### config.mk
export PLATFORM = sky130hd
export DESIGN_NAME = wb_sram_bridge_flat
export DESIGN_NICKNAME = d
export VERILOG_FILES = /design/src/rtl/tms1x00_pkg.sv /design/src/rtl/wb_sram_bridge_if.sv /design/src/rtl/wb_sram_bridge.sv /design/src/flat_wrapper.sv
export SDC_FILE = /design/constraint.sdc
export NUM_CORES = 1
export LEC_CHECK = 0
export CORE_UTILIZATION = 56
export CTS_CLUSTER_DIAMETER = 100
export CTS_CLUSTER_SIZE = 12
export DETAILED_ROUTE_END_ITERATION = 7
export DONT_BUFFER_PORTS = 1
export PLACE_DENSITY = 0.85
export SLEW_MARGIN = 15
export SYNTH_ARGS = -nofsm -noshare
export SYNTH_HDL_FRONTEND = slang
export SYNTH_SLANG_ARGS = --single-unit
### constraint.sdc
create_clock -name wb_clk_i -period 1.5 [get_ports wb_clk_i]
set_input_delay 0.375 -clock wb_clk_i [delete_from_list [all_inputs] [get_ports wb_clk_i]]
set_output_delay 0.375 -clock wb_clk_i [all_outputs]
set_load 0.01 [all_outputs]
### src/rtl/tms1x00_pkg.sv
// Shared types and SRAM geometry for the TMS1x00 program store.
// Used by the Wishbone-to-SRAM bridge and its bench.
package tms1x00_pkg;

  localparam int SRAM_WORDS     = 512;
  localparam int SRAM_ADDR_BITS = 9;
  localparam int SRAM_DATA_BITS = 32;

  localparam logic [31:0] DEF_BASE_ADDR = 32'h3000_0000;

  typedef enum logic [1:0] {
    IDLE   = 2'd0,
    ACCESS = 2'd1,
    WAIT   = 2'd2,
    ACK    = 2'd3
  } state_t;

endpackage

### src/rtl/wb_sram_bridge_if.sv
// Wishbone classic bundle between the user-area bus
// and the program-store bridge.
interface wb_sram_bridge_if;

  logic        wbs_cyc_i;
  logic        wbs_stb_i;
  logic        wbs_we_i;
  logic [3:0]  wbs_sel_i;
  logic [31:0] wbs_adr_i;
  logic [31:0] wbs_dat_i;
  logic        wbs_ack_o;
  logic [31:0] wbs_dat_o;

  modport master (
    output wbs_cyc_i, wbs_stb_i, wbs_we_i,
    output wbs_sel_i, wbs_adr_i, wbs_dat_i,
    input  wbs_ack_o, wbs_dat_o
  );

  modport slave (
    input  wbs_cyc_i, wbs_stb_i, wbs_we_i,
    input  wbs_sel_i, wbs_adr_i, wbs_dat_i,
    output wbs_ack_o, wbs_dat_o
  );

endinterface

### src/rtl/wb_sram_bridge.sv
// Wishbone classic slave owning port 0 of the program SRAM.
// All SRAM pins are registered; read latency folded into one ack.
module wb_sram_bridge
  import tms1x00_pkg::*;
#(
  parameter logic [31:0] BASE_ADDR = DEF_BASE_ADDR,
  parameter int          ADDR_BITS = SRAM_ADDR_BITS,
  parameter int          READ_LAT  = 1
) (
  input  logic                 wb_clk_i,
  input  logic                 wb_rst_i,
  wb_sram_bridge_if.slave      wb,
  input  logic                 wp_i,
  output logic                 sram_csb_o,
  output logic                 sram_web_o,
  output logic [ADDR_BITS-1:0] sram_addr_o,
  output logic [3:0]           sram_wmask_o,
  output logic [31:0]          sram_din_o,
  input  logic [31:0]          sram_dout_i
);

  localparam logic [1:0] LAT_INIT = 2'(READ_LAT - 1);

  state_t                state_q, state_d;
  logic [1:0]            cnt_q, cnt_d;
  logic                  abort_q, abort_d;
  logic                  ack_q, ack_d;
  logic [31:0]           dat_q, dat_d;
  logic                  csb_q, csb_d;
  logic                  web_q, web_d;
  logic [ADDR_BITS-1:0]  addr_q, addr_d;
  logic [3:0]            mask_q, mask_d;
  logic [31:0]           din_q, din_d;

  logic hit, req, abort;
  logic unused_ok;

  assign unused_ok = ^{wb.wbs_adr_i[1:0]};

  assign hit   = wb.wbs_adr_i[31:11] == BASE_ADDR[31:11];
  assign req   = wb.wbs_cyc_i & wb.wbs_stb_i & hit;
  assign abort = abort_q | ~wb.wbs_cyc_i;

  // Next-state and registered-output logic for the access sequencer.
  always_comb begin
    state_d = state_q;
    cnt_d   = cnt_q;
    abort_d = abort_q;
    ack_d   = 1'b0;
    dat_d   = dat_q;
    csb_d   = csb_q;
    web_d   = web_q;
    addr_d  = addr_q;
    mask_d  = mask_q;
    din_d   = din_q;
    unique case (state_q)
      IDLE: begin
        abort_d = 1'b0;
        if (req) begin
          addr_d  = wb.wbs_adr_i[ADDR_BITS+1:2];
          mask_d  = wb.wbs_sel_i;
          din_d   = wb.wbs_dat_i;
          web_d   = ~wb.wbs_we_i;
          csb_d   = wb.wbs_we_i & wp_i;
          state_d = ACCESS;
        end
      end
      ACCESS: begin
        csb_d   = 1'b1;
        web_d   = 1'b1;
        abort_d = abort;
        if (!web_q) begin
          if (abort) begin
            state_d = IDLE;
          end else begin
            ack_d   = 1'b1;
            state_d = ACK;
          end
        end else begin
          cnt_d   = LAT_INIT;
          state_d = WAIT;
        end
      end
      WAIT: begin
        abort_d = abort;
        if (cnt_q == 2'd0) begin
          if (abort) begin
            state_d = IDLE;
          end else begin
            dat_d   = sram_dout_i;
            ack_d   = 1'b1;
            state_d = ACK;
          end
        end else begin
          cnt_d = cnt_q - 2'd1;
        end
      end
      ACK: begin
        state_d = IDLE;
      end
      default: state_d = IDLE;
    endcase
  end

  // State and output registers with synchronous reset.
  always_ff @(posedge wb_clk_i) begin
    if (wb_rst_i) begin
      state_q <= IDLE;
      cnt_q   <= 2'd0;
      abort_q <= 1'b0;
      ack_q   <= 1'b0;
      dat_q   <= '0;
      csb_q   <= 1'b1;
      web_q   <= 1'b1;
      addr_q  <= '0;
      mask_q  <= '0;
      din_q   <= '0;
    end else begin
      state_q <= state_d;
      cnt_q   <= cnt_d;
      abort_q <= abort_d;
      ack_q   <= ack_d;
      dat_q   <= dat_d;
      csb_q   <= csb_d;
      web_q   <= web_d;
      addr_q  <= addr_d;
      mask_q  <= mask_d;
      din_q   <= din_d;
    end
  end

  assign wb.wbs_ack_o = ack_q;
  assign wb.wbs_dat_o = dat_q;
  assign sram_csb_o   = csb_q;
  assign sram_web_o   = web_q;
  assign sram_addr_o  = addr_q;
  assign sram_wmask_o = mask_q;
  assign sram_din_o   = din_q;

endmodule

### src/flat_wrapper.sv
// flat-port wrapper written by rule: the top's interface ports become plain ports
module wb_sram_bridge_flat import tms1x00_pkg::*;
#(
  parameter logic [31:0] BASE_ADDR = DEF_BASE_ADDR,
  parameter int          ADDR_BITS = SRAM_ADDR_BITS,
  parameter int          READ_LAT  = 1
)
  (wb_clk_i, wb_rst_i, wp_i, sram_csb_o, sram_web_o, sram_addr_o, sram_wmask_o, sram_din_o, sram_dout_i, wb_wbs_cyc_i, wb_wbs_stb_i, wb_wbs_we_i, wb_wbs_sel_i, wb_wbs_adr_i, wb_wbs_dat_i, wb_wbs_ack_o, wb_wbs_dat_o);
  wb_sram_bridge_if wb_i ();
  input  logic wb_clk_i;
  input  logic wb_rst_i;
  input  logic wp_i;
  output logic sram_csb_o;
  output logic sram_web_o;
  output logic [ADDR_BITS-1:0] sram_addr_o;
  output logic [3:0] sram_wmask_o;
  output logic [31:0] sram_din_o;
  input  logic [31:0] sram_dout_i;
  input wire logic [$bits(wb_i.wbs_cyc_i)-1:0] wb_wbs_cyc_i;
  input wire logic [$bits(wb_i.wbs_stb_i)-1:0] wb_wbs_stb_i;
  input wire logic [$bits(wb_i.wbs_we_i)-1:0] wb_wbs_we_i;
  input wire logic [$bits(wb_i.wbs_sel_i)-1:0] wb_wbs_sel_i;
  input wire logic [$bits(wb_i.wbs_adr_i)-1:0] wb_wbs_adr_i;
  input wire logic [$bits(wb_i.wbs_dat_i)-1:0] wb_wbs_dat_i;
  output wire logic [$bits(wb_i.wbs_ack_o)-1:0] wb_wbs_ack_o;
  output wire logic [$bits(wb_i.wbs_dat_o)-1:0] wb_wbs_dat_o;
  assign wb_i.wbs_cyc_i = wb_wbs_cyc_i;
  assign wb_i.wbs_stb_i = wb_wbs_stb_i;
  assign wb_i.wbs_we_i = wb_wbs_we_i;
  assign wb_i.wbs_sel_i = wb_wbs_sel_i;
  assign wb_i.wbs_adr_i = wb_wbs_adr_i;
  assign wb_i.wbs_dat_i = wb_wbs_dat_i;
  assign wb_wbs_ack_o = wb_i.wbs_ack_o;
  assign wb_wbs_dat_o = wb_i.wbs_dat_o;
  wb_sram_bridge #(.BASE_ADDR(BASE_ADDR), .ADDR_BITS(ADDR_BITS), .READ_LAT(READ_LAT)) u_core (.wb_clk_i(wb_clk_i), .wb_rst_i(wb_rst_i), .wb(wb_i), .wp_i(wp_i), .sram_csb_o(sram_csb_o), .sram_web_o(sram_web_o), .sram_addr_o(sram_addr_o), .sram_wmask_o(sram_wmask_o), .sram_din_o(sram_din_o), .sram_dout_i(sram_dout_i));
endmodule
==> impl_metrics.csv <==
group,metric,value,unit
grt,grt_overflow,0,
grt,grt_pass1_vias,2702,
grt,grt_pass1_wl,12200,um
die,die_area,6410,sq um
critical_path,critical_path.cell_chain,"inv_2 -> ha_2 -> nand2_2 -> buf_4 -> nor2_4 -> clkbuf_16 -> nand2_1 -> a21oi_1",
sta,fin_setup_tns,0,ns
layout,postLayoutCellArea,3780,sq um
die,core,5890,sq um
synthesis,ys_ff_latch,85,
layout,fillCellCount,488,
place,dp_slack,-0.135,ns
detailed_routing,drt_iter0_markers,163,
grt,grt_max_degree,85,
die,die_width,80.1,um
place,dpl_cell_area,3510,sq um
sta,timing.fmax,708,MHz
detailed_routing,first_pass_iters,4,
min_path,holdPathStages,1,
sta,period_share,0.942,
power,p_per_area,1360,nW/um^2
sta,rsz0062_at_grt,"true",
detailed_routing,vias_per_cell,6.33,
power,leakage,0.00116,uW
synthesis,ys_async_sr_fraction,0,
sta,finClkSkew,0.00819,ns
clock_network,numCtsBuffers,9,
synthesis,synth_area_leaders,"dfxtp_1 (50%), a21oi_1 (12%), nand4_1 (8.4%)",
clock_network,cts_buffer_depth,2,
detailed_routing,wl_per_cell,17.2,um
sta,worst_slack,0.0870,ns
layout,final_core_util,0.642,
detailed_routing,final_antenna_net_count,0,
clock_network,post_cts_resized,0,
place,numPortBuffers,0,
die,row_count,28,
power,peakVddDrop,0.00101,V
clock_network,clock-sinks,85,
grt,grt_use_total,0.245,
synthesis,yosysWarnings,0,
synthesis,syn-cell-area,3410,sq um
sta,slew_headroom,0.772,
synthesis,synth_common_cells,"dfxtp_1 (85), a21oi_1 (80), nand2_1 (72)",
clock_network,cts_setup_buffers,0,
run,drv_cap,0,
critical_path,cp-start-kind,"register",
die,die_h,80.1,um
critical_path,crit_required,1.79,ns
critical_path,cp-end-kind,"register",
synthesis,synth_top_flop_cell,"dfxtp_1",
synthesis,yosysMostFrequentCell,"dfxtp_1",
synthesis,synth-seq-area-share,0.499,
min_path,hold_class,"in -> reg",
critical_path,worst-setup-path-type,"reg -> reg",
clock_network,cts-hold-fix-buffers,0,
synthesis,synth_area_leader_cell,"dfxtp_1",
critical_path,timing.rr.end,"u_core.wb.wbs_dat_o[22]$_SDFFE_PP0P_",
critical_path,cp.arrival,1.70,ns
layout,antenna_cells,0,
detailed_routing,drcViolationCount,0,
clock_network,root_buffer,"clkbuf_8",
outcome,outcome,"finished, final reports clean",
grt,antenna_found_initial,0,
synthesis,syn-instance-count,416,
layout,drive_above_1_share,0.125,
place,gp_congestion,0.781,
sta,setup_viol,0,
min_path,hold_path_end,"u_core.wb.wbs_dat_o[13]$_SDFFE_PP0P_",
detailed_routing,vias,3052,
sta,hold_viol_final,0,
clock_network,cts_tree,"done",
min_path,min-delay-start,"wb_rst_i",
place,hpwlAfterDp,5550,um
clock_network,clk_latency,0.35,ns
critical_path,worst-path-buf-inv,3,
critical_path,r2r_start,"u_core.state_q[0]$_SDFFE_PP0P_",
critical_path,max_stage_delay,0.35,ns
synthesis,syn_nets,527,
critical_path,reg2regPathDepth,8,
layout,fin_nets,514,
layout,area_growth,10.6,%
synthesis,synth_cell_type_count,32,
synthesis,synth_top_area_share,0.499,
sta,drv_slew,0,
critical_path,crit_path_top_delay_cell,"dfxtp_2",
detailed_routing,wirelength,8310,um
sta,holdWs,0.0840,ns
synthesis,synth-edff-count,0,
critical_path,crit_fanout,16,
synthesis,syn_area_per_cell,8.20,sq um
sta,period_needed,1.41,ns
critical_path,crit_family,"buffers and inverters",
sta,worstMarginPinSlew,0.341,ns
die,num_io_pins,186,
die,initial_utilization,0.580,
critical_path,rrSetupSlack,0.09,ns
clock_network,ctsHtreeMaxLevel,3,
clock_network,clk_pin_slew_worst_paths,0.09,ns
==> metrics by stage <==
step / total power [uW] / instances
after floorplan: 3150 / 416
after global placement: 3350 / 466
after detailed placement: 3390 / 466
after CTS: 5100 / 481
after global routing: 5370 / 482
final: 5140 / 482
==> worst max-delay path by stage <==
stage | start | endpoint | slack [ns] | cells past startpoint
6_report | u_core.state_q[0]$_SDFFE_PP0P_ | u_core.wb.wbs_dat_o[22]$_SDFFE_PP0P_ | 0.09 | 8
5_1_grt | u_core.state_q[1]$_SDFFE_PP0P_ | u_core.cnt_q[0]$_SDFFE_PP0P_ | -0.01 | 5
4_1_cts | u_core.state_q[0]$_SDFFE_PP0P_ | u_core.wb.wbs_dat_o[27]$_SDFFE_PP0P_ | 0.03 | 8
3_5_place_dp | wb_wbs_adr_i[19] | u_core.sram_csb_o$_SDFFE_PP1P_ | -0.14 | 5
3_3_place_gp | wb_wbs_adr_i[19] | u_core.sram_csb_o$_SDFFE_PP1P_ | -0.08 | 5
2_1_floorplan | u_core.state_q[0]$_SDFFE_PP0P_ | u_core.wb.wbs_dat_o[0]$_SDFFE_PP0P_ | 0.002 | 8
==> registers in the layout, indices dropped and copies added, names as in the netlist <==
| register | flops |
|---|---|
| u_core.sram_din_o | 32 |
| u_core.wb.wbs_dat_o | 32 |
| u_core.sram_addr_o | 9 |
| u_core.sram_wmask_o | 4 |
| u_core.cnt_q | 2 |
| u_core.state_q | 2 |
| u_core.abort_q | 1 |
| u_core.sram_csb_o | 1 |
| u_core.sram_web_o | 1 |
| u_core.wb.wbs_ack_o | 1 |
==> routing by layer <==
| layer | part of all wire | vias up | wire length (um) | GRT usage |
|---|---|---|---|---|
| li1 | - | 1455 | - | - |
| met1 | 0.40 | 1458 | 3320 | 0.268 |
| met2 | 0.50 | 118 | 4180 | 0.421 |
| met3 | 0.072 | 21 | 599 | 0.0807 |
| met4 | 0.026 | 0 | 215 | 0.127 |
| met5 | 0 | - | 0 | 0 |
==> area by class of cell <==
type | instances | area (sq um) | area share
clock buffer | 9 | 124 | 0.0328
clock inverter | 6 | 88.8 | 0.0235
inverter | 9 | 33.8 | 0.00895
multi-input combinational | 282 | 1540 | 0.408
sequential | 85 | 1710 | 0.452
tap | 75 | 93.8 | 0.0249
timing repair buffer | 16 | 191 | 0.0507
==> logic make-up (layout without fill, tap and decap cells) <==
family / Yosys count / after routing / synth area share
and+or+nand+nor: 139 / 139 / 0.205
DFF: 85 / 85 / 0.499
AOI/OAI and AO/OA: 138 / 138 / 0.213
adders and majority gates: 5 / 5 / 0.0183
buffers and inverters: 49 / 40 / 0.0652
==> power by group <==
group | total, uW | switching [uW] | leakage (uW) | internal [uW]
combinational | 957 | 620 | 0.000370 | 337
clock | 1730 | 803 | 0.000101 | 928
sequential | 2450 | 99.3 | 0.000686 | 2350
==> placed cells by master (no fill, tap or decap), drive strengths merged <==
master     n
nor3       1
o22ai      2
o32a       2
a31oi      1
inv        9
dfxtp     85
and4bb     2
or3        2
nor2       2
and4       1
or2        1
clkinvlp   2
clkbuf    10
nand2b     3
nand2     72
o21ai     46
nand4     46
a21o       1
nor4       3
o221ai     1
o221a      1
bufinv     2
a22oi      1
ha         5
and2       1
clkinv     2
buf       15
a21oi     80
a211oi     2
a2111oi    1
nand3      5
Power figures use the tool's default switching activity.
